[src/rtl/mips_fetch_unit.sv]
// Instruction-fetch stage for a multi-cycle MIPS core.
// Holds the PC and fetches one instruction word per request/ready handshake.
// Presents the latched word to the main decoder and computes the next PC from
// the decoder's Branch/Jump outputs and the ALU Zero flag.
module mips_fetch_unit #(
  parameter logic [31:0] RESET_PC = 32'h0000_0000
) (
  input  logic        clk,
  input  logic        rst_n,
  output logic        imem_req,
  output logic [31:0] imem_addr,
  input  logic        imem_ready,
  input  logic [31:0] imem_rdata,
  output logic [31:0] instr,
  output logic [5:0]  op,
  output logic        instr_valid,
  output logic [31:0] pc,
  output logic [31:0] pc_plus4,
  input  logic        Branch,
  input  logic        Jump,
  input  logic        Zero,
  input  logic        stall,
  output logic [31:0] retired
);

  typedef enum logic {
    FETCH,
    EXEC
  } state_t;

  state_t      state_q;
  logic [31:0] pc_q;
  logic [31:0] instr_q;
  logic [31:0] retired_q;
  logic        req_q;
  logic        valid_q;

  logic [31:0] pc_plus4_d;
  logic [31:0] branch_off_d;
  logic [31:0] next_pc_d;

  assign pc_plus4_d   = pc_q + 32'd4;
  assign branch_off_d = {{14{instr_q[15]}}, instr_q[15:0], 2'b00};

  // Next-PC selection; jump outranks a taken branch, all arithmetic wraps mod 2^32.
  always_comb begin
    next_pc_d = pc_plus4_d;
    if (Jump) begin
      next_pc_d = {pc_plus4_d[31:28], instr_q[25:0], 2'b00};
    end else if (Branch && Zero) begin
      next_pc_d = pc_plus4_d + branch_off_d;
    end
  end

  // Two-state fetch/execute sequencer with registered request and valid flags.
  // The request is deliberately held low for the first cycle after reset so a
  // memory still finishing an abandoned access cannot be mistaken for a reply.
  always_ff @(posedge clk or negedge rst_n) begin
    if (!rst_n) begin
      state_q   <= FETCH;
      pc_q      <= RESET_PC;
      instr_q   <= 32'd0;
      retired_q <= 32'd0;
      req_q     <= 1'b0;
      valid_q   <= 1'b0;
    end else begin
      case (state_q)
        FETCH: begin
          if (req_q && imem_ready) begin
            instr_q <= imem_rdata;
            state_q <= EXEC;
            req_q   <= 1'b0;
            valid_q <= 1'b1;
          end else begin
            req_q   <= 1'b1;
            valid_q <= 1'b0;
          end
        end
        EXEC: begin
          if (!stall) begin
            pc_q      <= next_pc_d;
            retired_q <= retired_q + 32'd1;
            state_q   <= FETCH;
            req_q     <= 1'b1;
            valid_q   <= 1'b0;
          end
        end
        default: begin
          state_q <= FETCH;
          req_q   <= 1'b0;
          valid_q <= 1'b0;
        end
      endcase
    end
  end

  assign imem_req    = req_q;
  assign imem_addr   = pc_q;
  assign instr       = instr_q;
  assign op          = instr_q[31:26];
  assign instr_valid = valid_q;
  assign pc          = pc_q;
  assign pc_plus4    = pc_plus4_d;
  assign retired     = retired_q;

endmodule

[config.mk]
export PLATFORM = sky130hd
export DESIGN_NAME = mips_fetch_unit
export DESIGN_NICKNAME = d
export VERILOG_FILES = /design/src/rtl/mips_fetch_unit.sv
export SDC_FILE = /design/constraint.sdc
export NUM_CORES = 1
export LEC_CHECK = 0
export ABC_AREA = 1
export ABC_CLOCK_PERIOD_IN_PS = 6100
export BUFFER_PORTS_ARGS = -buffer_cell sky130_fd_sc_hd__clkbuf_2
export CORE_MARGIN = 8
export CORE_UTILIZATION = 59
export DETAILED_ROUTE_END_ITERATION = 16
export PLACE_DENSITY = 0.95
export REMOVE_ABC_BUFFERS = 1
export SYNTH_ARGS = -nofsm -noshare
export SYNTH_HDL_FRONTEND = slang
export SYNTH_SLANG_ARGS = --single-unit
[constraint.sdc]
create_clock -name clk -period 6.1 [get_ports clk]
set_clock_uncertainty 0.1 [all_clocks]
set_input_delay 1.22 -clock clk [delete_from_list [all_inputs] [get_ports clk]]
set_output_delay 1.22 -clock clk [all_outputs]
set_load 0.03 [all_outputs]
==> flow_summary_export.csv, run 1 <==
group,metric,value,unit
global_route,grt_pass1_vias,8093,
floorplanning,die_h,131,um
yosys,syn_area,7860,um^2
place,dpl_cell_area,8750,um^2
floorplanning,ios,207,
route,drt_iter0_markers,948,
floorplanning,initial_core_util,0.598,
clock_tree,numCtsBuffers,9,
critical_path,worstPathRequired,4780,ps
final_layout,fin_area,9060,um^2
clock_tree,path_clk_slew,70,ps
yosys,seq_area_frac_synth,0.309,
critical_path,rrSetupSlack,2390,ps
final_layout,area_delta_synth_final,15.2,%
critical_path,rr_worst_depth,17,
critical_path,cp-start-kind,"flop",
critical_path,cp_slowest_cell,"dfrtp_1",
clock_tree,cts-resized-gates,0,
sta,max_freq,0.268,GHz
final_layout,multi_input_area,4380,um^2
clock_tree,clock_sinks,97,
critical_path,cp.arrival,2410,ps
clock_tree,holdBufCountCts,0,
route,dr_total_vias,8315,
yosys,syn-instance-count,1172,
clock_tree,post-cts-setup-buffer-count,0,
global_route,grt_pass1_wl,41.7,mm
sta,finalHoldViolations,0,
clock_tree,cts_root_buf,"clkbuf_16",
hold_path,hold_end,"retired[31]",
final_layout,n_fill_cell,1160,
yosys,ys.flop_type,"dfrtp_1",
global_route,grt_start_max_net_pins,61,
critical_path,cpPeakStageDelay,470,ps
final_layout,layout_common_cells,"nand2_1 (352), clkbuf_2 (199), inv_1 (163)",
final_layout,num_antenna_cells,0,
critical_path,cp-end-kind,"output port",
sta,drv_slew,0,
yosys,ys_ff_latch,97,
floorplanning,dieWidth,131,um
critical_path,criticalPathCategory,"flop to output port",
route,ant_nets,0,
yosys,ys_warn_count,0,
outcome,status,"complete, no violations",
critical_path,r2r-end,"imem_addr[23]",
critical_path,critPathMaxFanout,7,
route,wl_per_cell,17.4,um
sta,worstMarginPinSlew,1000,ps
global_route,grt_overflow,0,
global_route,grt_use_total,0.296,
hold_path,min_from,"retired[31]",
sta,setup_viol,0,
critical_path,cp_cell_sequence,"ha_1, nand3_1, nor2_1, nand2_1, nor2_1, xor2_1, inv_1, clkbuf_2",
hold_path,whs_path_depth,1,
critical_path,startpoint,"imem_addr[2]",
place,dp.cells,1498,
yosys,synth_edf_count,0,
route,routed_wl,26.3,mm
yosys,synth.avg_cell_area,6.71,um^2
hold_path,hp-class,"flop to flop",
place,place.gp.congestion,0.991,
sta,setup_tns,0,ps
clock_tree,insertion_delay,360,ps
sta,period_share,0.612,
floorplanning,die_area,17300,um^2
place,portBuffers,200,
route,routed_via_density,5.49,
clock_tree,cts_max_level,3,
critical_path,crit_top_cell,"nor2_1",
route,first_pass_iters,6,
clock_tree,cts_tree,"yes",
sta,rsz0062_at_grt,"no",
final_layout,drive_above_1_share,0.209,
floorplanning,core_region_area,13100,um^2
route,drc,0,
floorplanning,placementRows,42,
job,max_cap_viol_count,0,
clock_tree,clk_path_buf_depth,2,
final_layout,final_common_cell,"nand2_1",
final_layout,final_nets,1410,
yosys,synth.distinct_cells,40,
sta,max_slew_margin,0.330,
place,dp_hpwl,20.9,mm
final_layout,final_cells,1514,
critical_path,r2r-start,"imem_addr[2]",
sta,fin_crit,3730,ps
final_layout,seqCellArea,2430,um^2
yosys,synthArstFlopShare,1.00,
global_route,antenna_found_initial,0,
-- worst max-delay path by stage --
stage | end | depth (start not counted)
global route | imem_addr[21] | 18
detailed placement | imem_addr[21] | 17
global placement | imem_addr[21] | 17
floorplan | imem_addr[28] | 16
finish | pc_plus4[12] | 8
CTS | pc_plus4[12] | 8
-- synth_stat cells, types with 13 or more instances --
library cell / instances / area, um^2
nand2_1: 352 / 1320
nor2_1: 120 / 450
dfrtp_1: 97 / 2430
inv_1: 163 / 612
mux2_2: 26 / 293
o21ai_1: 32 / 160
nand3_1: 69 / 345
a21oi_1: 57 / 285
buf_4: 42 / 315
xnor2_1: 13 / 114
nor3_1: 21 / 105
inv_2: 18 / 67.6
ha_1: 37 / 463
xor2_1: 40 / 350
-- area by class of cell --
| type | count | share of cell area |
|---|---|---|
| well taps | 176 | 0.0243 |
| flip-flops and latches | 97 | 0.268 |
| inverters | 186 | 0.0771 |
| multi-input cells | 836 | 0.484 |
| repair buffers | 203 | 0.113 |
| clock buffers | 9 | 0.0249 |
| clock inverters | 7 | 0.00856 |
-- critical path, delay by kind of cell (launching register included) --
family                   cells  cell delay (ps)
XOR/XNOR                     1              230
buffers and inverters        2              300
adder cells (fa/ha/maj)      1              320
flip-flops                   1              470
AND/OR/NAND/NOR              4              730
-- logic make-up after synthesis --
family | Yosys count | share of synthesized area
simple gates | 596 | 0.317
buf+inv | 244 | 0.137
compound gates | 117 | 0.0794
flops | 97 | 0.309
xor+xnor | 53 | 0.0591
fa+ha+maj | 38 | 0.0614
mux | 26 | 0.0372
other cells | 1 | 0.000477
-- through the flow --
stage	setup WS, ps	utilization	hold slack (ps)
6_report	2370	0.689	396
4_1_cts	2410	0.689	397
3_3_place_gp	2480	0.666	390
3_5_place_dp	2490	0.666	377
5_1_grt	2050	0.689	412
2_1_floorplan	2510	-	422
-- sequential cells by signal, indices dropped and copies added, names as in the netlist --
register     cells
instr           32
state_q          1
instr_valid      1
retired         32
imem_req         1
imem_addr       30
-- layer usage --
| layer | part of all wire | track usage | vias up | routed length, um |
|---|---|---|---|---|
| li1 | - | - | 3956 | - |
| met3 | 0.10 | 0.0625 | 89 | 2700 |
| met1 | 0.39 | 0.370 | 3800 | 10200 |
| met2 | 0.47 | 0.488 | 470 | 12300 |
| met5 | 0 | 0 | - | 0 |
| met4 | 0.039 | 0.124 | 0 | 1040 |
Power of run 1 is left out: the tool's default activity adds up to more than one toggle a clock period on the data nets, which glitch-free logic cannot reach.
==> run 2: changes to the inputs <==
--- a/config.mk
+++ b/config.mk
@@ -6,12 +6,12 @@
 export NUM_CORES = 1
 export LEC_CHECK = 0
 export ABC_AREA = 1
-export ABC_CLOCK_PERIOD_IN_PS = 6100
+export ABC_CLOCK_PERIOD_IN_PS = 3700
 export BUFFER_PORTS_ARGS = -buffer_cell sky130_fd_sc_hd__clkbuf_2
 export CORE_MARGIN = 8
-export CORE_UTILIZATION = 59
+export CORE_UTILIZATION = 54
 export DETAILED_ROUTE_END_ITERATION = 16
-export PLACE_DENSITY = 0.95
+export PLACE_DENSITY = 0.88
 export REMOVE_ABC_BUFFERS = 1
 export SYNTH_ARGS = -nofsm -noshare
 export SYNTH_HDL_FRONTEND = slang
==> constraint.sdc (replaced) <==
create_clock -name clk -period 3.7 [get_ports clk]
set_clock_uncertainty 0.1 [all_clocks]
set_input_delay 0.74 -clock clk [delete_from_list [all_inputs] [get_ports clk]]
set_output_delay 0.74 -clock clk [all_outputs]
set_load 0.03 [all_outputs]
==> run 2 against run 1 <==
Sequential cell count unchanged. Critical endpoint is now imem_addr[21]. Worst hold slack worse by 41 ps. Critical path depth up 9. Sequential share of layout area down 0.40 points. Register-to-register slack worse by 2100 ps. Via count down 0.47%. Clock-buffer cell count up 1. Routed wire length down 0.60%. First-iteration DRC count down 19%. Final cell count up 1.3%. Final area up 1.6%. Core utilization down 4.9 points.
==> flow_summary_export.csv, run 2 (synthesis gave the netlist of run 1 again) <==
group,metric,value,unit
outcome,status,"complete, no violations",
clock_tree,clk_path_buf_depth,2,
floorplanning,ios,207,
final_layout,seqCellArea,2430,um^2
route,routed_via_density,5.40,
sta,setup_viol,0,
route,ant_nets,0,
critical_path,r2r-start,"imem_addr[3]",
floorplanning,placementRows,44,
route,dr_total_vias,8276,
final_layout,multi_input_area,4390,um^2
final_layout,layout_common_cells,"nand2_1 (352), clkbuf_2 (199), inv_1 (163)",
place,place.gp.congestion,0.980,
place,portBuffers,200,
floorplanning,initial_core_util,0.547,
critical_path,rr_worst_depth,17,
global_route,antenna_found_initial,0,
clock_tree,path_clk_slew,70,ps
critical_path,r2r-end,"imem_addr[21]",
route,drt_iter0_markers,769,
route,first_pass_iters,5,
clock_tree,post-cts-setup-buffer-count,0,
route,drc,0,
sta,rsz0062_at_grt,"no",
clock_tree,cts-resized-gates,0,
place,dpl_cell_area,8870,um^2
critical_path,cp.arrival,3530,ps
critical_path,critPathMaxFanout,5,
critical_path,criticalPathCategory,"flop to flop",
sta,worstMarginPinSlew,947,ps
clock_tree,cts_root_buf,"clkbuf_16",
sta,max_slew_margin,0.369,
floorplanning,die_h,137,um
place,dp_hpwl,21.0,mm
clock_tree,numCtsBuffers,9,
sta,drv_slew,0,
sta,period_share,0.922,
global_route,grt_pass1_vias,8108,
critical_path,worstPathRequired,3820,ps
critical_path,rrSetupSlack,290,ps
clock_tree,cts_tree,"yes",
floorplanning,dieWidth,137,um
sta,finalHoldViolations,0,
floorplanning,die_area,18700,um^2
sta,setup_tns,0,ps
critical_path,cp-end-kind,"flop",
route,wl_per_cell,17.0,um
final_layout,drive_above_1_share,0.217,
route,routed_wl,26.1,mm
global_route,grt_use_total,0.280,
final_layout,area_delta_synth_final,17.0,%
final_layout,fin_area,9200,um^2
clock_tree,insertion_delay,360,ps
final_layout,n_fill_cell,1262,
final_layout,final_nets,1422,
floorplanning,core_region_area,14400,um^2
job,max_cap_viol_count,0,
final_layout,num_antenna_cells,0,
sta,fin_crit,3410,ps
final_layout,final_common_cell,"nand2_1",
clock_tree,holdBufCountCts,0,
global_route,grt_pass1_wl,41.3,mm
global_route,grt_overflow,0,
clock_tree,clock_sinks,97,
clock_tree,cts_max_level,3,
critical_path,cp-start-kind,"flop",
sta,max_freq,0.293,GHz
hold_path,hp-class,"input port to async pin",
global_route,grt_start_max_net_pins,58,
-- run 2: changes by cell type in the layout (fill, tap and decap cells not counted), sizes merged --
cell	change
clkinv	-4
buf	+12
clkinvlp	+1
clkbuf	+1
bufinv	+1
-- run 2: area by class of cell --
class	instances	share of cell area
multi-input cells	836	0.477
flip-flops and latches	97	0.264
repair buffers	215	0.123
inverters	186	0.0759
clock buffers	10	0.0260
well taps	184	0.0250
clock inverters	5	0.00925
-- run 2: worst max-delay path by stage --
stage                            start  slack (ps)       endpoint
final                     imem_addr[3]         290  imem_addr[21]
after detailed placement  imem_addr[2]         240  imem_addr[24]
after global routing      imem_addr[3]          10  imem_addr[30]
after CTS                 imem_addr[2]         210  imem_addr[24]
after floorplan           imem_addr[2]         110  imem_addr[28]
after global placement    imem_addr[2]         330  imem_addr[24]
-- run 2: worst max-delay path, cell delays in order (launching register included) --
cell	delay, ps
dfrtp_1	430
ha_1	280
nand3_1	180
nor2_1	210
nand2_1	180
nor2_1	150
xor2_1	190
inv_1	80
ha_1	350
nand2_1	110
nor2_1	260
nand3_1	160
nand3_1	180
nand2_1	100
nand3_1	80
nand3_1	80
nand2_1	80
o21ai_1	80
-- run 2: stage by stage --
| stage | hold WS (ps) | instances | setup slack, ps | util |
|---|---|---|---|---|
| 3_3_place_gp | 359 | 1518 | 331 | 0.617 |
| 3_5_place_dp | 361 | 1518 | 245 | 0.617 |
| 2_1_floorplan | 344 | 1119 | 107 | - |
| 6_report | 355 | 1533 | 289 | 0.640 |
| 4_1_cts | 372 | 1533 | 213 | 0.640 |
| 5_1_grt | 409 | 1533 | 13.5 | 0.640 |
-- run 2: routing by layer --
metal / part of all wire / wire (um) / vias to the layer above / track usage
li1: - / - / 3969 / -
met1: 0.40 / 10400 / 3810 / 0.348
met2: 0.48 / 12500 / 421 / 0.464
met3: 0.090 / 2350 / 76 / 0.0591
met4: 0.033 / 865 / 0 / 0.113
met5: 0 / 0 / - / 0
Power of run 2 is left out for the same reason.
